**config.mk**
```make
export PLATFORM = sky130hd
export DESIGN_NAME = sw_key_accumulator
export DESIGN_NICKNAME = d
export VERILOG_FILES = /design/src/rtl/sw_key_accumulator_pkg.sv /design/src/rtl/sw_key_accumulator_key_conditioner.sv /design/src/rtl/sw_key_accumulator.sv
export SDC_FILE = /design/constraint.sdc
export NUM_CORES = 1
export LEC_CHECK = 0
export ABC_AREA = 1
export CELL_PAD_IN_SITES_DETAIL_PLACEMENT = 2
export CELL_PAD_IN_SITES_GLOBAL_PLACEMENT = 2
export CORE_ASPECT_RATIO = 0.9
export CORE_MARGIN = 1.5
export CORE_UTILIZATION = 32
export DETAILED_ROUTE_END_ITERATION = 8
export GPL_TIMING_DRIVEN = 0
export PLACE_DENSITY_LB_ADDON = 0.08
export SLEW_MARGIN = 20
export SYNTH_ARGS = -nofsm -noshare
export SYNTH_HDL_FRONTEND = slang
export SYNTH_SLANG_ARGS = --single-unit
```
**constraint.sdc**
```tcl
create_clock -name CLOCK_50 -period 1.9 [get_ports CLOCK_50]
set_input_delay 0.19 -clock CLOCK_50 [delete_from_list [all_inputs] [get_ports CLOCK_50]]
set_output_delay 0.19 -clock CLOCK_50 [all_outputs]
set_load 0.02 [all_outputs]
```
**src/rtl/sw_key_accumulator_pkg.sv**
```systemverilog
// Shared DESim front-panel definitions: 7-seg glyph table, hex decode helper
// and pushbutton index assignments.
package sw_key_accumulator_pkg;

    localparam int ADD_KEY = 1;
    localparam int CLR_KEY = 2;

    localparam logic [6:0] HEX_BLANK = 7'b1111111;

    // Active-low segments, bit 0 = a ... bit 6 = g; entry 15 first, entry 0 last.
    localparam logic [15:0][6:0] SEG_TABLE = {
        7'b0001110,  // F
        7'b0000110,  // E
        7'b0100001,  // d
        7'b1000110,  // C
        7'b0000011,  // b
        7'b0001000,  // A
        7'b0010000,  // 9
        7'b0000000,  // 8
        7'b1111000,  // 7
        7'b0000010,  // 6
        7'b0010010,  // 5
        7'b0011001,  // 4
        7'b0110000,  // 3
        7'b0100100,  // 2
        7'b1111001,  // 1
        7'b1000000   // 0
    };

    function automatic logic [6:0] hex_to_seg(input logic [3:0] nib);
        return SEG_TABLE[nib];
    endfunction

endpackage

```
**src/rtl/sw_key_accumulator_key_conditioner.sv**
```systemverilog
// Pushbutton conditioner: 2-FF synchronizer, counter debounce, and a one-cycle
// press pulse on the debounced released->pressed transition.
module key_conditioner #(
    parameter int DEBOUNCE_CYCLES = 500000
) (
    input  logic CLOCK_50,
    input  logic reset,
    input  logic key_n,
    output logic level,
    output logic press
);

    localparam int CNT_W = (DEBOUNCE_CYCLES > 1) ? $clog2(DEBOUNCE_CYCLES) : 1;
    localparam logic [CNT_W-1:0] CNT_LAST = CNT_W'(DEBOUNCE_CYCLES - 1);

    logic             sync1_q;
    logic             sync2_q;
    logic             db_q;
    logic             db_d;
    logic             db_dly_q;
    logic             press_q;
    logic             press_d;
    logic [CNT_W-1:0] cnt_q;
    logic [CNT_W-1:0] cnt_d;

    // Counter only runs while the synchronized level disagrees with db; any
    // agreeing sample restarts it, so short glitches never get through.
    always_comb begin
        db_d    = db_q;
        cnt_d   = '0;
        press_d = db_dly_q & ~db_q;
        if (sync2_q != db_q) begin
            if (cnt_q == CNT_LAST) begin
                db_d = sync2_q;
            end else begin
                cnt_d = cnt_q + CNT_W'(1);
            end
        end
    end

    always_ff @(posedge CLOCK_50) begin
        if (reset) begin
            sync1_q  <= 1'b1;
            sync2_q  <= 1'b1;
            db_q     <= 1'b1;
            db_dly_q <= 1'b1;
            cnt_q    <= '0;
            press_q  <= 1'b0;
        end else begin
            sync1_q  <= key_n;
            sync2_q  <= sync1_q;
            db_q     <= db_d;
            db_dly_q <= db_q;
            cnt_q    <= cnt_d;
            press_q  <= press_d;
        end
    end

    assign level = db_q;
    assign press = press_q;

endmodule

```
**src/rtl/sw_key_accumulator.sv**
```systemverilog
// Front-panel accumulator: debounced KEY[1] adds SW[7:0] into a 16-bit sum,
// KEY[2] clears it; sum, operand and status are shown on HEX/LEDR.
module sw_key_accumulator
    import sw_key_accumulator_pkg::*;
#(
    parameter int DEBOUNCE_CYCLES = 500000,
    parameter int ACC_W           = 16
) (
    input  logic       CLOCK_50,
    input  logic       reset,
    input  logic [3:0] KEY,
    input  logic [9:0] SW,
    output logic [9:0] LEDR,
    output logic [6:0] HEX0,
    output logic [6:0] HEX1,
    output logic [6:0] HEX2,
    output logic [6:0] HEX3,
    output logic [6:0] HEX4,
    output logic [6:0] HEX5
);

    logic             add_level;
    logic             add_press;
    logic             clr_level;
    logic             clr_press;

    logic [ACC_W-1:0] acc_q;
    logic [ACC_W-1:0] acc_d;
    logic             ovf_q;
    logic             ovf_d;
    logic [ACC_W:0]   sum;

    logic [6:0]       hex0_q;
    logic [6:0]       hex1_q;
    logic [6:0]       hex2_q;
    logic [6:0]       hex3_q;
    logic [6:0]       hex4_q;
    logic [6:0]       hex5_q;
    logic [9:0]       ledr_q;

    logic             unused_ok;

    key_conditioner #(
        .DEBOUNCE_CYCLES(DEBOUNCE_CYCLES)
    ) u_add_key (
        .CLOCK_50(CLOCK_50),
        .reset   (reset),
        .key_n   (KEY[ADD_KEY]),
        .level   (add_level),
        .press   (add_press)
    );

    key_conditioner #(
        .DEBOUNCE_CYCLES(DEBOUNCE_CYCLES)
    ) u_clr_key (
        .CLOCK_50(CLOCK_50),
        .reset   (reset),
        .key_n   (KEY[CLR_KEY]),
        .level   (clr_level),
        .press   (clr_press)
    );

    // Clear has priority: a simultaneous add is dropped, not applied after.
    always_comb begin
        sum   = {1'b0, acc_q} + (ACC_W + 1)'(SW[7:0]);
        acc_d = acc_q;
        ovf_d = ovf_q;
        if (clr_press) begin
            acc_d = '0;
            ovf_d = 1'b0;
        end else if (add_press) begin
            acc_d = sum[ACC_W-1:0];
            if (sum[ACC_W]) begin
                ovf_d = 1'b1;
            end
        end
    end

    always_ff @(posedge CLOCK_50) begin
        if (reset) begin
            acc_q  <= '0;
            ovf_q  <= 1'b0;
            hex0_q <= hex_to_seg(4'h0);
            hex1_q <= hex_to_seg(4'h0);
            hex2_q <= hex_to_seg(4'h0);
            hex3_q <= hex_to_seg(4'h0);
            hex4_q <= hex_to_seg(4'h0);
            hex5_q <= hex_to_seg(4'h0);
            ledr_q <= '0;
        end else begin
            acc_q  <= acc_d;
            ovf_q  <= ovf_d;
            hex0_q <= hex_to_seg(acc_q[3:0]);
            hex1_q <= hex_to_seg(acc_q[7:4]);
            hex2_q <= hex_to_seg(acc_q[11:8]);
            hex3_q <= hex_to_seg(acc_q[15:12]);
            hex4_q <= hex_to_seg(SW[3:0]);
            hex5_q <= hex_to_seg(SW[7:4]);
            ledr_q <= {ovf_q, ~add_level, SW[7:0]};
        end
    end

    assign HEX0 = hex0_q;
    assign HEX1 = hex1_q;
    assign HEX2 = hex2_q;
    assign HEX3 = hex3_q;
    assign HEX4 = hex4_q;
    assign HEX5 = hex5_q;
    assign LEDR = ledr_q;

    // KEY[0], KEY[3], SW[9:8] and the clear key's level have no function here.
    assign unused_ok = &{1'b0, KEY[0], KEY[3], SW[9:8], clr_level};

endmodule

```
After elaboration in Yosys (flattened, before gate mapping)
Memories as Yosys holds them, arrays and structs flattened. A register that Yosys moved wholly into a read port is not among the register bits.
Index checks and enable logic that the tools add are counted.
{"block": "op_classes", "n_eq_ne": 4, "reduce_logical": 6, "n_addsub": 3, "bitwise_logic": 6}
{"operator": "adder 19 x 1 -> 19 bit, second input constant", "n": 2}
{"operator": "== test 19 bit, second input constant", "n": 2}
{"operator": "adder 16 x 8 -> 17 bit", "n": 1}
{"operator": "AND reduction 2 bit", "n": 3}
{"operator": "OR reduction 3 bit", "n": 2}
{"operator": "inverter 1 bit", "n": 4}
{"operator": "bitwise AND 1 bit", "n": 2}
{"operator": "!= test 1 bit", "n": 2}
{"operator": "OR reduction 2 bit", "n": 1}
{"block": "word_totals", "ff_bits": 75, "out_inout_bits": 52, "inputBits": 16, "elab_cells": 40, "romBits": 672, "memories": 6}
{"name": "(name not given)", "depth": 16, "width": 7, "rd": 1, "rd_clocked_by_memory_dff": 1, "write_ports": 0, "line_no": "sw_key_accumulator_pkg.sv:31", "source": "return SEG_TABLE[nib];"}
{"name": "(name not given)", "depth": 16, "width": 7, "rd": 1, "rd_clocked_by_memory_dff": 1, "write_ports": 0, "line_no": "sw_key_accumulator_pkg.sv:31"}
{"name": "(name not given)", "depth": 16, "width": 7, "rd": 1, "rd_clocked_by_memory_dff": 1, "write_ports": 0, "line_no": "sw_key_accumulator_pkg.sv:31"}
{"name": "(name not given)", "depth": 16, "width": 7, "rd": 1, "rd_clocked_by_memory_dff": 1, "write_ports": 0, "line_no": "sw_key_accumulator_pkg.sv:31"}
{"name": "(name not given)", "depth": 16, "width": 7, "rd": 1, "rd_clocked_by_memory_dff": 1, "write_ports": 0, "line_no": "sw_key_accumulator_pkg.sv:31"}
{"name": "(name not given)", "depth": 16, "width": 7, "rd": 1, "rd_clocked_by_memory_dff": 1, "write_ports": 0, "line_no": "sw_key_accumulator_pkg.sv:31"}

Longest topological paths before layout
Gate-level depths: netlist (run 1).
{"block": "depth", "ltp_word": 3, "mapped_depth": 11, "depth_no_buf": 11}

Cells and area by module
Synthesis (run 1) repeated with hierarchy kept, for this count alone.
{"block": "unflattened", "cells_unflattened": 839, "area_unflattened_um2": 6055.8}
{"mod": "sw_key_accumulator", "area_each_um2": 3778.6, "cells_each": 509, "seq_area_each_um2": 1381.3, "n_inst": 1}
{"mod": "key_conditioner", "area_each_um2": 1138.6, "cells_each": 165, "seq_area_each_um2": 480.5, "n_inst": 2}

Worst setup path before layout (run 1)
OpenSTA, ideal clock, no wires.
{"block": "synth_path", "path_type": "reg-to-reg", "from": "register acc_q[0]", "to": "register acc_q[6]", "required_time_ps": 1791, "arrival_ps": 1469, "setup_time_ps": 109, "setup_slack_ps": 322, "n_path_buf": 0, "path_stages_with_launch": 10, "synth_period_minus_slack_ps": 1578, "cell_sequence": "dfxtp_1 > ha_1 > fa_1 > nand2_1 > nand3_1 > nand3_1 > a21oi_1 > nand3b_1 > nand2_1 > inv_1"}
{"block": "synth_between", "elab_chain_len": 1}
{"element": "start, declared", "line_no": "sw_key_accumulator.sv:27", "source": "logic [ACC_W-1:0] acc_q;"}
{"element": "start signal, assigned", "line_no": "sw_key_accumulator.sv:81", "source": "acc_q <= '0;"}
{"element": "start signal, assigned", "line_no": "sw_key_accumulator.sv:91", "source": "acc_q <= acc_d;"}
{"element": "adder 16 x 8 -> 17 bit", "line_no": "sw_key_accumulator.sv:65", "source": "sum = {1'b0, acc_q} + (ACC_W + 1)'(SW[7:0]);"}
No other way between the ends.
A chain may end at the register's enable or synchronous reset.

Final worst setup path (run 1)
{"block": "layout_path", "from": "input SW[0]", "to": "register ovf_q"}
{"block": "layout_between", "elab_chain_len": 2}
{"element": "start, declared", "line_no": "sw_key_accumulator.sv:12", "source": "input logic [9:0] SW,"}
{"element": "adder 16 x 8 -> 17 bit", "line_no": "sw_key_accumulator.sv:65"}
{"element": "AND reduction 2 bit (no line)"}
{"element": "end signal, assigned", "line_no": "sw_key_accumulator.sv:92", "source": "ovf_q <= ovf_d;"}
{"element": "end, declared", "line_no": "sw_key_accumulator.sv:29", "source": "logic ovf_q;"}
No other way between the ends.

==> reports/metrics.cfg, run 1 <==
[finish]
final_net_count = 968
num-fill-cells = 2149
seq_area_um2 = 2350
final_cells = 1163
multi_input_area_um2 = 3230
diodes = 0
areaGrowthSynthToFinish_pct = 25.8
drive_gt1_share_pct = 10.6
finalInstanceArea_um2 = 7660

[power_and_ir_drop]
power.density_nw_per_um2 = 805
p_clk_share_pct = 54.0
power_switching_w = 0.00142
p_leak_nw = 3.08
internal-power_w = 0.00474
pwr-share-comb_pct = 5.4
seq_power_share_pct = 40.6
ir_worst_vdd_mv = 0.528
swShare_pct = 23.1
total_power_w = 0.00617

[routing]
ant_nets = 0
via_per_inst = 4.94
wire_per_inst_um = 16.7
vias = 5744
drt_iter0_drc = 135
route.detailed.drc = 0
drt_pass1_iterations = 4
drt-total-wl_um = 19500

[placed_design]
dp_cells = 1131
port-buffer-count = 62
placed_area_um2 = 7010
place_congestion = 0.828
hpwl_um = 14900
dp_worst_setup_slack_ns = -0.409

[yosys]
synth_area_um2 = 6090
syn_inst = 824
syn_nets = 887
yosys-top-cells-count = nand2_1 (148), dfxtp_1 (117), inv_1 (111), nor2_1 (87), a21oi_1 (59)
ys.flop_type = dfxtp_1
synth-edff-count = 0
yosys.area.top_type = dfxtp_1
yosysWarnings = 0
synth_top_area_share_pct = 38.5
synth_most_common_cell = nand2_1
ys_seq_elements = 117
synth_seq_area_share_pct = 38.5
avgSynthCellArea_um2 = 7.39
synth_cell_types = 43
synth.top_cells.by_area = dfxtp_1 (38%), ha_1 (9.5%), nand2_1 (9.1%)
ys_async_sr_fraction_pct = 0

[timing]
finalSetupTns_ns = 0
min_period_ns = 1.78
hold_violations = 0
slew_viol_final = 0
fmax_mhz = 561
finalClockSkew_ns = 0.0102
setup_slack_ns = 0.118
tightestPinTransition_ns = 0.784
post-route-period-util_pct = 93.8
max_slew_margin_pct = 47.7
setup_violations = 0

[clock_network]
clk_pin_slew_ns = 0.06
cts_buffer_depth = 2
tritoncts = yes
post_cts_buffers = 0
cts_buffers = 17
clkSinkCount = 117
cts_max_level = 4
cts_resized = 1
cts-root-buf = clkbuf_16
holdBufCountCts = 0
insertion_delay_ns = 0.42

[hold_path]
hp-start = reset
hold_depth = 2
hold_path_class = input port to flip-flop

[floorplanning]
die-area_um2 = 19900
die_y_um = 134
initial_core_util_pct = 32.9
rows = 47
io-pin-count = 68
die_w_um = 148
coreArea_um2 = 18500

[run]
max-cap-violations = 0

[setup_path]
rrSetupSlack_ns = 0.14
crit_chain = clkdlybuf4s50_1, ha_2, fa_2, nand2_1, nand3_1, nand2_1, o21ai_4, nand3_1, a21oi_1
rr_startpoint = acc_q[0]$_SDFFE_PP0P_
cp-end-kind = flip-flop
criticalPathCategory = input port to flip-flop
startpoint = SW[0]
max_stage_delay_ns = 0.60
rr_worst_depth = 8
crit_slowest_cell = clkdlybuf4s50_1
cp-endpoint = ovf_q$_SDFFE_PP0P_
critical_path_peak_fanout = 5
required_ns = 2.24
r2r-end = ovf_q$_SDFFE_PP0P_
arrival_ns = 2.12
cp-start-kind = input port

[grt]
grt_max_degree = 17
first_global_vias = 6546
grt.total_usage_pct = 21.1
antenna_found_initial = 0
grt_overflow = 0
grt_pass1_wl_um = 33200

[status]
status = completed

==> kinds of logic after synthesis <==
kind of cell	count (synthesis)	synth area share, %
XOR/XNOR	16	2.30
flip-flops	117	38.5
AND/OR/NAND/NOR	372	28.1
AO/OA/AOI/OAI	135	12.5
adder cells (fa/ha/maj)	47	9.78
buffers and inverters	137	8.86
==> through the flow <==
step,util (%),hold slack (ns)
3_3_place_gp,37.9,0.400
4_1_cts,41.2,0.129
2_1_floorplan,-,0.294
6_report,41.3,0.147
5_1_grt,41.3,0.149
3_5_place_dp,37.9,0.409
==> critical path, delay by kind of cell <==
kind | cells | cell delay (ns)
simple gates | 4 | 0.40
fa+ha+maj | 2 | 0.54
buf+inv | 1 | 0.60
compound gates | 2 | 0.38
==> per-layer routing <==
metal,up-vias,track usage [%],routed length [µm]
met5,-,0,0
met4,0,6.27,230
met3,19,3.20,300
met2,46,39.9,10300
met1,2842,24.4,8620
li1,2837,-,-
==> final cells by class <==
cell class,instances,area share [%]
clock inverter,12,1.99
tap,245,4.00
sequential,117,30.7
multi-input combinational,570,42.2
inverter,119,5.83
buffer,18,1.21
clock buffer,20,5.96
timing repair buffer,62,8.10
==> worst min-delay path by stage <==
stage | end | slack [ns]
final | LEDR[3]$_SDFF_PP0_ | 0.15
after global routing | LEDR[3]$_SDFF_PP0_ | 0.15
after global placement | u_clr_key.sync2_q$_SDFF_PP1_ | 0.40
after floorplan | u_add_key.sync1_q$_SDFF_PP1_ | 0.29
after CTS | LEDR[3]$_SDFF_PP0_ | 0.13
after detailed placement | u_clr_key.sync2_q$_SDFF_PP1_ | 0.41
==> state kept, by name (all words and copies together) (netlist names), 7 cells and up <==
name,count
acc_q,16
LEDR,10
HEX3,7
HEX0,7
HEX5,7
HEX2,7
HEX4,7
HEX1,7
u_add_key.cnt_q,19
u_clr_key.cnt_q,19
==> power by group through the flow <==
stage                     clock, W  sequential [W]  combinational, W
after CTS                  0.00343         0.00250          0.000337
after global placement           0         0.00255          0.000321
after detailed placement         0         0.00256          0.000335
after global routing       0.00354         0.00251          0.000368
final                      0.00333         0.00250          0.000333
after floorplan                  0         0.00259          0.000137
==> cells in the final DEF, fill, tap and decap left out, types with 5 or more instances in the layout <==
master	instances
o21ai_0	43
inv_2	6
ha_1	43
nand3_1	52
nand4_1	14
clkbuf_1	11
clkdlybuf4s50_1	62
or2_2	9
nor2_2	9
nor2_1	87
dfxtp_1	113
nand3b_1	6
clkbuf_16	17
buf_2	7
a21oi_1	58
xor2_1	12
inv_1	111
nand2_2	8
o211ai_1	8
nand2_1	148
nor3_1	25
o22ai_1	5
Note: power is estimated with default switching activity, not from simulation.
==> inputs of run 2 (changes only) <==
CORE_ASPECT_RATIO = not set   (was 0.9)
==> run 2 against run 1 <==
Combinational power increased by 2%. Sequential power barely moved. Die area is essentially flat. Total power fell by 1.0%. Worst setup slack better by 0.036 ns.
==> reports/metrics.cfg, run 2 (synthesized netlist as in run 1, its figures left out) <==
[hold_path]
hold_path_class = input port to flip-flop

[clock_network]
post_cts_buffers = 0  ; unchanged
cts_max_level = 4  ; unchanged
cts_buffers = 17  ; unchanged
clk_pin_slew_ns = 0.06  ; about the same
cts-root-buf = clkbuf_16
cts_buffer_depth = 2  ; unchanged
insertion_delay_ns = 0.42  ; about the same
clkSinkCount = 117  ; unchanged
tritoncts = yes

[routing]
drt-total-wl_um = 19800  ; +1.6%
wire_per_inst_um = 17.2  ; +2.5%
vias = 5752  ; +0.14%
via_per_inst = 4.99  ; +1.1%
drt_iter0_drc = 142  ; +5.2%
route.detailed.drc = 0  ; unchanged
drt_pass1_iterations = 4  ; unchanged
ant_nets = 0  ; unchanged

[grt]
grtUsageMet2_pct = 41.0  ; +1.1 points
grt_pass1_wl_um = 33200  ; +0.23%
grt_overflow = 0  ; unchanged
met1_usage_pct = 23.7  ; -0.76 points
grtUsageMet3_pct = 3.70  ; +0.51 points
antenna_found_initial = 0  ; unchanged
grt_max_degree = 17  ; unchanged
busiest_layer = met2
first_global_vias = 6472  ; -1.1%
grt.total_usage_pct = 21.3  ; +0.20 points

[power_and_ir_drop]
ir_worst_vdd_mv = 0.606  ; +15%
power.density_nw_per_um2 = 797  ; -0.98%
total_power_w = 0.00610  ; -1.0%
p_leak_nw = 3.10  ; +0.72%

[timing]
setup_violations = 0  ; unchanged
hold_violations = 0  ; unchanged
max_slew_margin_pct = 49.2  ; +1.5 points
min_period_ns = 1.75  ; -0.0359 ns
setup_slack_ns = 0.153  ; +0.0359 ns
finalClockSkew_ns = 0.00833  ; -0.00187 ns
post-route-period-util_pct = 91.9  ; -1.9 points
tightestPinTransition_ns = 0.762  ; -0.0227 ns
slew_viol_final = 0  ; unchanged
rsz0062_at_grt = no
fmax_mhz = 573  ; +2.1%

[finish]
num-fill-cells = 2170  ; +0.98%
top_regs = u_add_key.cnt_q: 19 flops, u_clr_key.cnt_q: 19 flops, acc_q: 16 flops
multi_input_area_um2 = 3250  ; +0.54%
layout_common_cells = nand2_1 (147), dfxtp_1 (112), inv_1 (111)
diodes = 0  ; unchanged
drive_gt1_share_pct = 11.2  ; +0.65 points
final_common_cell = nand2_1
seq_area_um2 = 2350  ; about the same
final_net_count = 968  ; unchanged
areaGrowthSynthToFinish_pct = 25.7  ; about the same

[floorplanning]
die_w_um = 141  ; -5.0%
die_y_um = 141  ; +5.3%
io-pin-count = 68  ; unchanged
initial_core_util_pct = 32.5  ; -0.32 points
die-area_um2 = 19900  ; about the same
rows = 50  ; +6.4%
coreArea_um2 = 18700  ; +0.98%

[placed_design]
dp_worst_setup_slack_ns = -0.443  ; -0.0340 ns
port-buffer-count = 62  ; unchanged
hpwl_um = 14900  ; -0.23%
place_congestion = 0.836  ; +0.91%

[setup_path]
crit_slowest_cell = clkdlybuf4s50_1
crit_chain = clkdlybuf4s50_1, ha_1, inv_1, o21bai_1, nand2_1, nand3_1, nand2_1, nand2_1, a21oi_1
cp_num_buf_inv = 2  ; +1
max_stage_delay_ns = 0.58  ; -0.02 ns
required_ns = 2.19  ; -0.05 ns
critical_path_peak_fanout = 5  ; unchanged
crit_top_cell = nand2_1
crit_family = buffers and inverters
criticalPathCategory = input port to flip-flop
cp-end-kind = flip-flop
cp-start-kind = input port
arrival_ns = 2.04  ; -0.08 ns

[run]
max-cap-violations = 0  ; unchanged

[status]
status = completed

[run 2: cell count changes in the layout (fill, tap and decap cells not counted), moves of 2 or more]
cell,change
clkinvlp_4,-2
clkdlybuf4s50_1,-2
dlymetal6s2s_1,+2
ha_1,-2
clkinv_4,+2
[run 2: per-layer routing]
metal	wire, µm	part of all wire, %	vias up
li1	-	-	2833
met3	402	2.0	21
met5	0	0	-
met1	8510	43	2843
met2	10600	54	55
met4	283	1.4	0
[run 2: worst register-to-register path, stage by stage, from the launching register on]
cell and delay [ns]:
dfxtp_1 0.41, ha_2 0.27, nand3_2 0.18, nor2_2 0.19
nand3_1 0.16, nand2_4 0.19, buf_12 0.17, a21oi_2 0.06
[run 2: per-stage QoR]
step | setup TNS [ns] | std cells | utilization [%] | hold slack, ns | instance area [µm²]
after floorplan | 0 | 824 | - | 0.294 | 6090
after global placement | -3.66 | 1120 | 37.4 | 0.401 | 7000
after detailed placement | -4.43 | 1120 | 37.4 | 0.414 | 7000
after CTS | 0 | 1152 | 40.6 | 0.134 | 7600
after global routing | 0 | 1152 | 40.9 | 0.168 | 7650
final | 0 | 1152 | 40.9 | 0.154 | 7650
[run 2: final timing paths]
path / from / end / slack [ns] / depth (start not counted)
max: SW[7] / acc_q[14]$_SDFFE_PP0P_ / 0.15 / 9
min: reset / LEDR[3]$_SDFF_PP0_ / 0.15 / 2
max reg2reg: u_clr_key.cnt_q[0]$_SDFF_PP0_ / u_clr_key.cnt_q[18]$_SDFF_PP0_ / 0.16 / 7
min reg2reg: u_clr_key.db_dly_q$_SDFF_PP1_ / u_clr_key.press$_SDFF_PP0_ / 0.42 / 2
[run 2: power by group]
part           internal [W]  switching (W)
Clock               0.00204        0.00123
Combinational      0.000127       0.000213
Sequential          0.00249      0.0000124
[run 2: cell type report]
type	instances	share of cell area (%)
plain buffers	18	1.21
clock buffers	21	6.15
clock inverters	11	1.63
inverters	119	5.84
multi-input cells	570	42.5
flip-flops and latches	117	30.7
well taps	234	3.83
repair buffers	62	8.17
[run 2: timing repair]
action,CTS,global route
hold buffers,0,0
endpoints found under the setup margin,0,33
gates resized for setup,0,18
==> inputs of run 3 (changes only) <==
CORE_UTILIZATION = 29   (was 32)
SYNTH_HIERARCHICAL = 1   (was not set)
clock period = 1.4 ns   (was 1.9 ns; I/O delays follow)
==> run 3 against run 2 <==
The run now ends with negative setup slack left. Critical endpoint is now acc_q[8]$_SDFFE_PP0P_. Core utilization grew 2.9 points. Highest routed layer unchanged. Cell count up 8.9%. Clock skew up 0.0029 ns. Critical path depth unchanged. Area after synthesis is 0.51% lower. Sequential power increased by 35%. Synthesized cell count increased by 1.8%. First-iteration DRC count rose by 11%. Worst setup slack got worse by 0.36 ns. Sequential cell count unchanged. Die area is 9.6% higher. Routed wire length rose by 11%.
==> reports/metrics.cfg, run 3 <==
[floorplanning]
die-area_um2 = 21800  ; +9.6%
die_y_um = 148  ; +4.7%
coreArea_um2 = 20400  ; +8.9%
rows = 52  ; +4.0%
initial_core_util_pct = 29.7  ; -2.8 points
die_w_um = 148  ; +4.7%
io-pin-count = 68  ; unchanged

[setup_path]
cp_num_buf_inv = 0  ; -2
crit_slowest_cell = fa_2
required_ns = 1.74  ; -0.45 ns
rr_worst_depth = 9  ; +2
crit_family = adder cells
critical_path_peak_fanout = 5  ; unchanged
arrival_ns = 1.95  ; -0.09 ns
rr_startpoint = acc_q[0]$_SDFFE_PP0P_
max_stage_delay_ns = 0.39  ; -0.19 ns
r2r-end = acc_q[8]$_SDFFE_PP0P_
cp-start-kind = flip-flop
cp-end-kind = flip-flop
criticalPathCategory = flip-flop to flip-flop
rrSetupSlack_ns = -0.21  ; -0.37 ns
crit_chain = ha_4, fa_2, nand2_2, nand3_4, nand3_4, nand2_4, nand2_1, nand2_1, a21oi_2

[power_and_ir_drop]
ir_worst_vdd_mv = 0.818  ; +35%
total_power_w = 0.00811  ; +33%
p_leak_nw = 3.75  ; +21%
power.density_nw_per_um2 = 909  ; +14%

[placed_design]
hpwl_um = 14500  ; -2.7%
dp_worst_setup_slack_ns = -0.783  ; -0.341 ns
port-buffer-count = 63  ; +1.6%
dp_cells = 1172  ; +4.6%
placed_area_um2 = 7060  ; +0.88%
place_congestion = 0.814  ; -2.5%

[yosys]
synth_area_um2 = 6060  ; -0.51%
synth_seq_area_share_pct = 38.7  ; +0.20 points
synthMuxAreaShare_pct = 0  ; unchanged
avgSynthCellArea_um2 = 7.22  ; -2.3%
yosys.area.top_type = dfxtp_1
syn_inst = 839  ; +1.8%
synth_top_area_share_pct = 38.7  ; +0.20 points
synth_compound_area_share_pct = 11.3  ; -1.2 points
synth_cell_types = 41  ; -4.7%
yosys-top-cells-count = nand2_1 (187), nor2_1 (134), dfxtp_1 (117), inv_1 (116), a21oi_1 (47)
synth.top_cells.by_area = dfxtp_1 (39%), nand2_1 (12%), ha_1 (9.5%)
synth_top_family_by_area = simple AND/OR/NAND/NOR gates
ys.flop_type = dfxtp_1
synth-edff-count = 0  ; unchanged
synth_most_common_cell = nand2_1
synth-simple-area-share_pct = 26.9  ; -1.2 points
ys_async_sr_fraction_pct = 0  ; unchanged
synth-xor-area-share_pct = 3.90  ; +1.6 points
yosysWarnings = 6  ; +6
ys_seq_elements = 117  ; unchanged
synthAdderAreaFrac_pct = 9.83  ; +0.051 points
syn_nets = 902  ; +1.7%

[finish]
layout_common_cells = nand2_1 (160), inv_1 (98), dfxtp_1 (88)
final_common_cell = nand2_1
final_cells = 1254  ; +8.9%
finalInstanceArea_um2 = 8930  ; +17%
diodes = 0  ; unchanged
drive_gt1_share_pct = 30.5  ; +19 points
top_regs = u_add_key/cnt_q: 19 flops, u_clr_key/cnt_q: 19 flops, acc_q: 16 flops
final_net_count = 1036  ; +7.0%
areaGrowthSynthToFinish_pct = 47.4
num-fill-cells = 2297  ; +5.9%
post-route-util_pct = 43.8  ; +2.9 points

[clock_network]
cts-root-buf = clkbuf_16
clkSinkCount = 117  ; unchanged
cts_buffer_depth = 2  ; unchanged
tritoncts = yes
cts_max_level = 4  ; unchanged
insertion_delay_ns = 0.42  ; about the same
clk_pin_slew_ns = 0.06  ; about the same
cts_buffers = 17  ; unchanged

[hold_path]
hold_path_class = input port to flip-flop
hold_depth = 3  ; +1
hp-start = SW[7]
hold_end = HEX5[5]$_SDFF_PP0_

[grt]
grt_overflow = 0  ; unchanged
grt_pass1_wl_um = 33600  ; +1.0%
antenna_found_initial = 0  ; unchanged
first_global_vias = 6583  ; +1.7%
grt_max_degree = 17  ; unchanged
grt.total_usage_pct = 19.5  ; -1.8 points

[timing]
max_slew_margin_pct = 65.9  ; +17 points
finalClockSkew_ns = 0.0113  ; +0.00293 ns
fmax_mhz = 622
hold_violations = 0  ; unchanged
tightestPinTransition_ns = 0.511  ; -0.250 ns
slew_viol_final = 0  ; unchanged
post-route-period-util_pct = 115
setup_violations = 19  ; +19
min_period_ns = 1.61
setup_slack_ns = -0.207  ; -0.360 ns
rsz0062_at_grt = yes

[routing]
drt_iter0_drc = 157  ; +11%
drt-total-wl_um = 22000  ; +11%
drt_pass1_iterations = 4  ; unchanged
ant_nets = 0  ; unchanged
vias = 5944  ; +3.3%
wire_per_inst_um = 17.5  ; +2.0%
route.detailed.drc = 0  ; unchanged
via_per_inst = 4.74  ; -5.1%

[run]
max-cap-violations = 0  ; unchanged

[status]
violations = negative setup slack
status = finished with violations

-- run 3: changes by cell type in the layout (fill, tap and decap cells not counted), sizes merged, moves of 7 or more --
cell,before,now
a21oi,63,48
buf,8,66
clkbuf,31,24
clkdlybuf4s50,60,4
dlygate4sd2,0,57
nand2,157,189
nand3,53,43
nand4,15,6
nor2,100,141
nor3,29,3
xor2,12,20
-- run 3: area by class of cell --
class                      instances  area [µm²]  area share [%]
multi-input combinational        585        3960            44.4
tap                              270         338            3.78
clock inverter                     9         106            1.19
inverter                         121         497            5.56
timing repair buffer             115        1040            11.7
clock buffer                      21         450            5.05
sequential                       117        2420            27.1
buffer                            16         115            1.29
-- run 3: power breakdown --
part	leakage [nW]	internal [W]	switching [W]
Sequential	0.968	0.00335	0.0000184
Clock	0.265	0.00264	0.00160
Combinational	2.52	0.000181	0.000326
Total	3.75	0.00617	0.00194
-- run 3: cell families (layout without fill, tap and decap cells) --
family	count (synthesis)	after routing
flip-flops	117	117
XOR/XNOR	27	27
adder cells (fa/ha/maj)	47	47
AND/OR/NAND/NOR	390	390
AO/OA/AOI/OAI	121	121
buffers and inverters	137	282
-- run 3: worst reg2reg max path: cells and delay by family (launching register included) --
| family | cells | cell delay, ns |
|---|---|---|
| adder cells (fa/ha/maj) | 2 | 0.55 |
| flip-flops | 1 | 0.35 |
| AO/OA/AOI/OAI | 1 | 0.12 |
| AND/OR/NAND/NOR | 6 | 0.50 |
-- run 3: through the flow --
| stage | TNS (ns) | hold WS [ns] |
|---|---|---|
| floorplan | -0.370 | 0.228 |
| global placement | -50.31 | 0.399 |
| detailed placement | -56.01 | 0.411 |
| CTS | -1.62 | 0.246 |
| global route | -4.22 | 0.239 |
| finish | -1.72 | 0.160 |
-- run 3: worst max-delay path by stage --
stage	from	to	slack, ns	cells past startpoint
global placement	SW[0]	ovf_q$_SDFFE_PP0P_	-0.74	9
CTS	acc_q[0]$_SDFFE_PP0P_	acc_q[8]$_SDFFE_PP0P_	-0.19	9
finish	acc_q[0]$_SDFFE_PP0P_	acc_q[8]$_SDFFE_PP0P_	-0.21	9
detailed placement	SW[0]	acc_q[8]$_SDFFE_PP0P_	-0.78	10
global route	acc_q[0]$_SDFFE_PP0P_	acc_q[8]$_SDFFE_PP0P_	-0.29	9
floorplan	acc_q[0]$_SDFFE_PP0P_	acc_q[8]$_SDFFE_PP0P_	-0.09	9
-- run 3: routing by layer --
metal / GRT usage (%) / share of wire (%)
met1: 24.2 / 44
met4: 5.40 / 1.5
met3: 3.12 / 2.3
met2: 34.9 / 52
met5: 0 / 0
-- run 3: timing repair --
item,CTS,global route
hold buffers,0,0
gates cloned,2,0
setup buffers,26,25
gates resized for setup,143,194
pin swaps,14,45
setup endpoints to repair,157,94
